File: config.mk
export PLATFORM = sky130hd
export DESIGN_NAME = avst_pkt_arbiter
export DESIGN_NICKNAME = d
export VERILOG_FILES = /design/src/rtl/avst_pkt_arbiter.sv
export SDC_FILE = /design/constraint.sdc
export NUM_CORES = 1
export LEC_CHECK = 0
export ABC_CLOCK_PERIOD_IN_PS = 3550
export CAP_MARGIN = 10
export CORE_AREA = 2 2 82 84
export CTS_CLUSTER_SIZE = 40
export DETAILED_ROUTE_END_ITERATION = 10
export DIE_AREA = 0 0 84 86
export PLACE_DENSITY = 0.73
export SLEW_MARGIN = 20
export SYNTH_ARGS = -nofsm -noshare
export SYNTH_HDL_FRONTEND = slang
export SYNTH_SLANG_ARGS = --single-unit
File: constraint.sdc
create_clock -name clock_clk -period 3.55 [get_ports clock_clk]
set_input_delay 0.71 -clock clock_clk [delete_from_list [all_inputs] [get_ports clock_clk]]
set_output_delay 0.71 -clock clock_clk [all_outputs]
set_load 0.1 [all_outputs]
File: src/rtl/avst_pkt_arbiter.sv
// Two-source, packet-atomic, round-robin arbiter for Avalon-ST streams.
// Optional per-source EOP counters are enabled by defining AVST_ARB_PKT_COUNT_EN.
module avst_pkt_arbiter #(
  parameter int DATA_W = 64,
  parameter int CNT_W  = 32
) (
  input  logic              clock_clk,
  input  logic              clock_rst_n,
  input  logic [DATA_W-1:0] asi0_data,
  input  logic              asi0_valid,
  output logic              asi0_ready,
  input  logic              asi0_startofpacket,
  input  logic              asi0_endofpacket,
  input  logic              asi0_error,
  input  logic [DATA_W-1:0] asi1_data,
  input  logic              asi1_valid,
  output logic              asi1_ready,
  input  logic              asi1_startofpacket,
  input  logic              asi1_endofpacket,
  input  logic              asi1_error,
  output logic [DATA_W-1:0] aso_data,
  output logic              aso_valid,
  input  logic              aso_ready,
  output logic              aso_startofpacket,
  output logic              aso_endofpacket,
  output logic              aso_error,
  output logic [1:0]        arb_grant
`ifdef AVST_ARB_PKT_COUNT_EN
  ,
  output logic [CNT_W-1:0]  pkt_count0,
  output logic [CNT_W-1:0]  pkt_count1
`endif
);

  typedef enum logic [1:0] {
    IDLE = 2'd0,
    OWN0 = 2'd1,
    OWN1 = 2'd2
  } state_e;

  state_e     state_q;
  logic       last_grant_q;
  logic [1:0] grant_q;
  logic       eop_xfer0, eop_xfer1;

  if (CNT_W < 1) begin : g_bad_cnt_w
    $error("CNT_W must be at least 1");
  end

  assign eop_xfer0 = (state_q == OWN0) && asi0_valid && aso_ready && asi0_endofpacket;
  assign eop_xfer1 = (state_q == OWN1) && asi1_valid && aso_ready && asi1_endofpacket;
  assign arb_grant = grant_q;

  // Zero-latency pass-through from the current owner; everything is quiet when idle.
  always_comb begin
    aso_data          = '0;
    aso_valid         = 1'b0;
    aso_startofpacket = 1'b0;
    aso_endofpacket   = 1'b0;
    aso_error         = 1'b0;
    asi0_ready        = 1'b0;
    asi1_ready        = 1'b0;
    case (state_q)
      OWN0: begin
        aso_data          = asi0_data;
        aso_valid         = asi0_valid;
        aso_startofpacket = asi0_startofpacket;
        aso_endofpacket   = asi0_endofpacket;
        aso_error         = asi0_error;
        asi0_ready        = aso_ready;
      end
      OWN1: begin
        aso_data          = asi1_data;
        aso_valid         = asi1_valid;
        aso_startofpacket = asi1_startofpacket;
        aso_endofpacket   = asi1_endofpacket;
        aso_error         = asi1_error;
        asi1_ready        = aso_ready;
      end
      default: ;
    endcase
  end

  // Grant is registered alongside the state, which costs one bubble between packets.
  always_ff @(posedge clock_clk) begin
    if (!clock_rst_n) begin
      state_q      <= IDLE;
      last_grant_q <= 1'b1;
      grant_q      <= 2'b00;
    end else begin
      case (state_q)
        IDLE: begin
          // On a tie the source that did not finish last wins.
          if (asi0_valid && (!asi1_valid || last_grant_q)) begin
            state_q <= OWN0;
            grant_q <= 2'b01;
          end else if (asi1_valid) begin
            state_q <= OWN1;
            grant_q <= 2'b10;
          end
        end
        OWN0: begin
          if (eop_xfer0) begin
            state_q      <= IDLE;
            last_grant_q <= 1'b0;
            grant_q      <= 2'b00;
          end
        end
        OWN1: begin
          if (eop_xfer1) begin
            state_q      <= IDLE;
            last_grant_q <= 1'b1;
            grant_q      <= 2'b00;
          end
        end
        default: begin
          state_q <= IDLE;
          grant_q <= 2'b00;
        end
      endcase
    end
  end

`ifdef AVST_ARB_PKT_COUNT_EN
  logic [CNT_W-1:0] cnt0_q, cnt1_q;

  // Free-running wrap on overflow is intended.
  always_ff @(posedge clock_clk) begin
    if (!clock_rst_n) begin
      cnt0_q <= '0;
      cnt1_q <= '0;
    end else begin
      if (eop_xfer0) cnt0_q <= cnt0_q + 1'b1;
      if (eop_xfer1) cnt1_q <= cnt1_q + 1'b1;
    end
  end

  assign pkt_count0 = cnt0_q;
  assign pkt_count1 = cnt1_q;
`endif

endmodule

==> flow_metrics.env, run 1 <==
export IMPL_status="finished clean"
export IMPL_syn2layout_area_growth_pct=231
export IMPL_drive_gt1_share_pct=39.8
export IMPL_syn_nets=330
export IMPL_period_minus_slack_ns=2.92
export IMPL_min_from="arb_grant[1]"
export IMPL_place_hpwl_um=6000
export IMPL_yosys_cell_types_count=24
export IMPL_hold_class="flip-flop to flip-flop"
export IMPL_cts_sinks=3
export IMPL_final_hold_violation_count=0
export IMPL_io_pins=211
export IMPL_drc=0
export IMPL_synth_compound_area_share_pct=45.1
export IMPL_yosys_area_share_simple_pct=36.9
export IMPL_syn_avg_cell_area_um2=6.95
export IMPL_clock_root_buffer="clkbuf_8"
export IMPL_powerDensity_mw_per_mm2=276
export IMPL_grt_max_degree=42
export IMPL_worst_setup_path_start_kind="flip-flop"
export IMPL_fmax_mhz=343
export IMPL_r2r_end="last_grant_q"
export IMPL_synth_fa_ha_area_share_pct=2.87
export IMPL_clockBufferDepth=2
export IMPL_fp_dieH_um=86
export IMPL_coreArea_mm2=0.00628
export IMPL_synth_mux_area_share_pct=0
export IMPL_postCtsResizedCells=0
export IMPL_cts_htree_levels=1
export IMPL_cp_arrival_ns=2.21
export IMPL_crit_path_end_kind="output pin"
export IMPL_max_cap_violations=0
export IMPL_leakage_nw=1.46
export IMPL_fin_setup_tns_ns=0
export IMPL_synth_xor_area_share_pct=0
export IMPL_num_antenna_cells=0
export IMPL_cts_tree="built"
export IMPL_syn_inst=188
export IMPL_setup_violations=0
export IMPL_ys_warn_count=0
export IMPL_ant_nets=0
export IMPL_relSlewSlack_pct=47.2
export IMPL_cts_hold_buf=0
export IMPL_first_pass_iters=4
export IMPL_holdPathEnd="arb_grant[1]"
export IMPL_routed_wl_um=7440
export IMPL_worstSkewPairLatency_ns=0.23
export IMPL_finClkSkew_ns=0.00279
export IMPL_routed_via_density=4.93
export IMPL_wl_per_cell_um=16.1
export IMPL_num_vias=2273
export IMPL_maxSlewViolCount=0
export IMPL_synth_top_family_by_area="compound AO/OA/AOI/OAI gates"
export IMPL_dieArea_mm2=0.00722
export IMPL_cp_required_ns=2.84
export IMPL_grt_first_pass_wirelength_um=11400
export IMPL_nNetsFinal=527
export IMPL_io_buffers=210
export IMPL_period_share_pct=82.2
export IMPL_grt_antenna_before_repair=0
export IMPL_hold_path_cell_count=2
export IMPL_rrSetupSlack_ns=1.58
export IMPL_die_width_um=84
export IMPL_rr_startpoint="arb_grant[0]"
export IMPL_cts_buffers=3
export IMPL_grt_pass1_vias=2378
export IMPL_rows=29
export IMPL_yosysSeqAreaShare_pct=4.60
export IMPL_gp_congestion=0.743
export IMPL_grt_overflow_total=0
export IMPL_stdcell_count=461
export IMPL_dp_cells=457
export IMPL_rr_worst_depth=6
export IMPL_track_usage_pct=19.4
export IMPL_syn_area_mm2=0.00131
export IMPL_ir_drop_v=0.000176
export IMPL_synth_seq_cells=3
export IMPL_worstSetupPathType="flip-flop to output pin"
export IMPL_critPathMaxFanout=39
export IMPL_clk_pin_slew_ns=0.04
export IMPL_rsz0062_at_grt="no"
export IMPL_initialDrtViolationCount=79
export IMPL_post_cts_buffers=0
export IMPL_worst_pin_slew_ns=0.792
export IMPL_start_util_pct=20.8
worst max-delay path by stage:
stage / endpoint / cells past startpoint / start / slack [ns]
finish: aso_data[50] / 6 / arb_grant[0] / 0.63
global route: aso_data[50] / 6 / arb_grant[0] / 0.53
CTS: aso_data[50] / 6 / arb_grant[0] / 0.61
detailed placement: aso_data[50] / 6 / arb_grant[0] / 0.86
global placement: aso_data[50] / 6 / arb_grant[0] / 0.96
floorplan: aso_data[25] / 5 / arb_grant[0] / 0.13
area by class of cell:
type / instances / area, um^2
Sequential cell: 3 / 60.1
Fill cell: 479 / 1950
Multi-Input combinational cell: 158 / 1280
Tap cell: 77 / 96.3
Inverter: 4 / 15.0
Timing Repair Buffer: 215 / 2820
Clock buffer: 4 / 45.0
report_power, final:
group	internal [mW]	switching [mW]	leakage, nW	total [mW]
sequential	0.0371	0.00310	0.0246	0.0402
combinational	0.455	0.589	1.41	1.04
clock	0.0773	0.0315	0.0228	0.109
flip-flops by register name (all words and copies together), names as in the netlist:
register	count
arb_grant	2
last_grant_q	1
layer usage:
layer / vias to the layer above / GRT usage, % / wire (um)
met5: - / 0 / 0
met3: 12 / 6.26 / 649
li1: 1098 / - / -
met4: 0 / 5.72 / 121
met2: 124 / 37.3 / 4050
met1: 1039 / 19.9 / 2630
layout by cell type, fill, tap and decap left out, drive strengths merged:
cell / count
clkdlybuf4s50: 138
buf: 77
a22oi: 68
nor2b: 68
inv: 4
clkbuf: 4
nand2: 3
dfxtp: 3
ha: 3
and2: 2
o22ai: 2
nand3: 2
a22o: 1
a211o: 1
nor3b: 1
a221oi: 1
a21bo: 1
a41oi: 1
nand4: 1
nor2: 1
o21ai: 1
o2111ai: 1
kinds of logic (layout without fill, tap and decap cells):
kind of cell,Yosys count,in the layout
simple gates,78,78
compound gates,77,77
buf+inv,27,223
fa+ha+maj,3,3
flops,3,3
worst max-delay path, cell delays in order, from the launching register on:
cell and delay (ns):
dfxtp_1 0.33, inv_1 0.10, ha_2 0.71, buf_12 0.27
a22oi_1 0.15, nor2b_2 0.20, buf_12 0.19
stage by stage:
step                setup WS, ns  cell area [um^2]  hold slack (ns)  util [%]  power, mW
floorplan                  0.129              1480            0.481         -      0.679
global placement           0.959              4280            0.504      68.1       1.08
detailed placement         0.857              4280            0.508      68.1       1.09
CTS                        0.610              4320            0.517      68.9       1.20
global route               0.529              4320            0.535      68.9       1.25
finish                     0.631              4320            0.518      68.9       1.19
Yosys cell counts (all sizes together):
master	count	area share [%]
a211o	1	0.77
a221oi	1	1.1
ha	3	2.9
a22o	1	0.67
nor2b	68	33
nor3b	1	0.57
a41oi	1	0.67
a21bo	1	0.77
inv	4	1.1
and2	2	0.96
nand3	2	1.1
dfxtp	3	4.6
buf	17	7.7
nand2	3	0.86
a22oi	68	39
o2111ai	1	0.67
clkbuf	6	1.7
o22ai	2	0.96
nor2	1	0.29
o21ai	1	0.38
nand4	1	0.48
Power figures use the tool's default switching activity.
==> run 2, diff against run 1 <==
--- a/config.mk
+++ b/config.mk
@@ -5,13 +5,13 @@
 export SDC_FILE = /design/constraint.sdc
 export NUM_CORES = 1
 export LEC_CHECK = 0
-export ABC_CLOCK_PERIOD_IN_PS = 3550
+export ABC_CLOCK_PERIOD_IN_PS = 2900
 export CAP_MARGIN = 10
-export CORE_AREA = 2 2 82 84
+export CORE_AREA = 2 2 81 83
 export CTS_CLUSTER_SIZE = 40
 export DETAILED_ROUTE_END_ITERATION = 10
-export DIE_AREA = 0 0 84 86
-export PLACE_DENSITY = 0.73
+export DIE_AREA = 0 0 83 85
+export PLACE_DENSITY = 0.75
 export SLEW_MARGIN = 20
 export SYNTH_ARGS = -nofsm -noshare
 export SYNTH_HDL_FRONTEND = slang
==> constraint.sdc (replaced) <==
create_clock -name clock_clk -period 2.9 [get_ports clock_clk]
set_input_delay 0.58 -clock clock_clk [delete_from_list [all_inputs] [get_ports clock_clk]]
set_output_delay 0.58 -clock clock_clk [all_outputs]
set_load 0.1 [all_outputs]
==> flow_metrics.env, run 2 (synthesis results as in run 1) <==
export IMPL_ir_drop_v=0.000306
export IMPL_powerDensity_mw_per_mm2=336
export IMPL_post_cts_buffers=0
export IMPL_start_util_pct=21.1
export IMPL_place_hpwl_um=6030
export IMPL_period_share_pct=91.1
export IMPL_grt_overflow_total=0
export IMPL_status="finished clean"
export IMPL_track_usage_pct=20.1
export IMPL_final_cell_mix="138 x clkdlybuf4s50_1, 70 x buf_12, 68 x a22oi_1, 48 x nor2b_2, 20 x nor2b_4"
export IMPL_cts_sinks=3
export IMPL_largest_reg_flops=2
export IMPL_max_cap_violations=0
export IMPL_dpl_cell_area_mm2=0.00441
export IMPL_rsz0062_at_grt="no"
export IMPL_num_vias=2295
export IMPL_setup_violations=0
export IMPL_initialDrtViolationCount=81
export IMPL_critPathLaunch="arb_grant[0]"
export IMPL_io_buffers=210
export IMPL_io_pins=211
export IMPL_clk_pin_slew_ns=0.03
export IMPL_dieArea_mm2=0.00706
export IMPL_nNetsFinal=529
export IMPL_cts_hold_buf=0
export IMPL_r2r_end="last_grant_q"
export IMPL_crit_path_end_kind="output pin"
export IMPL_fin_setup_tns_ns=0
export IMPL_cp_arrival_ns=2.06
export IMPL_grt_max_degree=42
export IMPL_endpoint="aso_data[17]"
export IMPL_grt_pass1_vias=2423
export IMPL_drive_gt1_share_pct=40.7
export IMPL_grt_antenna_before_repair=0
export IMPL_rows=29
export IMPL_postCtsResizedCells=0
export IMPL_maxSlewViolCount=0
export IMPL_rr_startpoint="arb_grant[0]"
export IMPL_final_cell_area_mm2=0.00445
export IMPL_cts_buffers=3
export IMPL_relSlewSlack_pct=57.3
export IMPL_final_hold_violation_count=0
export IMPL_clock_root_buffer="clkbuf_8"
export IMPL_num_antenna_cells=0
export IMPL_clockBufferDepth=2
export IMPL_finClkSkew_ns=0.00367
export IMPL_coreArea_mm2=0.00620
export IMPL_routed_wl_um=7470
export IMPL_syn2layout_area_growth_pct=241
export IMPL_worst_setup_path_start_kind="flip-flop"
export IMPL_wl_per_cell_um=16.1
export IMPL_hold_class="flip-flop to flip-flop"
export IMPL_leakage_nw=1.51
export IMPL_worstSkewPairLatency_ns=0.21
export IMPL_drc=0
export IMPL_gp_congestion=0.737
export IMPL_grt_first_pass_wirelength_um=11900
export IMPL_critPathMaxFanout=33
export IMPL_cts_tree="built"
export IMPL_period_minus_slack_ns=2.64
export IMPL_fmax_mhz=379
export IMPL_cts_htree_levels=1
export IMPL_rr_worst_depth=6
export IMPL_rrSetupSlack_ns=0.97
export IMPL_routed_via_density=4.96
export IMPL_final_common_cell="clkdlybuf4s50_1"
export IMPL_worst_pin_slew_ns=0.640
export IMPL_fp_dieH_um=85
export IMPL_die_width_um=83
export IMPL_worstSetupPathType="flip-flop to output pin"
export IMPL_ant_nets=0
export IMPL_first_pass_iters=4
export IMPL_cp_required_ns=2.32
## run 2: final cells by class
cell class                      count  area [um^2]
Timing Repair Buffer              217         2850
Sequential cell                     3         62.6
Multi-Input combinational cell    158         1380
Fill cell                         430         1750
Tap cell                           77         96.3
Inverter                            4         15.0
Clock buffer                        4         45.0
## run 2: routing by layer
layer  GRT usage (%)  up-vias  wire length (um)
li1                -     1098                 -
met1            22.2     1075              2660
met2            38.8      114              4190
met3            4.09        8               518
met4            5.51        0                94
met5               0        -                 0
## run 2: report_power, final
group          leakage [nW]  switching [mW]  total, mW  internal (mW)
Combinational          1.46           0.739       1.33          0.590
Sequential           0.0253         0.00417     0.0504         0.0462
Clock                0.0228          0.0253      0.119         0.0935
## run 2: how the worst min path moves through the flow
stage / startpoint / end / slack, ns / cells past startpoint
CTS: arb_grant[1] / arb_grant[1] / 0.49 / 2
floorplan: last_grant_q / last_grant_q / 0.48 / 2
global placement: arb_grant[0] / arb_grant[0] / 0.48 / 2
detailed placement: arb_grant[1] / arb_grant[1] / 0.49 / 2
finish: arb_grant[1] / arb_grant[1] / 0.49 / 2
global route: arb_grant[1] / arb_grant[1] / 0.52 / 2
## run 2: worst max-delay path, stage by stage, from the launching register on
cell and delay (ns):
dfxtp_2 0.33, inv_1 0.08, ha_2 0.60, buf_4 0.33, a22oi_1 0.13, nor2b_2 0.18
buf_12 0.19
## run 2: per-stage QoR
step | utilization [%] | hold slack, ns | worst slack (ns) | cells | total power [mW]
final | 71.8 | 0.492 | 0.258 | 463 | 1.50
after global routing | 71.8 | 0.517 | 0.124 | 463 | 1.57
after CTS | 71.8 | 0.491 | 0.225 | 463 | 1.51
after detailed placement | 71.0 | 0.487 | 0.449 | 459 | 1.38
after global placement | 71.0 | 0.484 | 0.519 | 459 | 1.37
after floorplan | - | 0.481 | 0.119 | 188 | 0.878
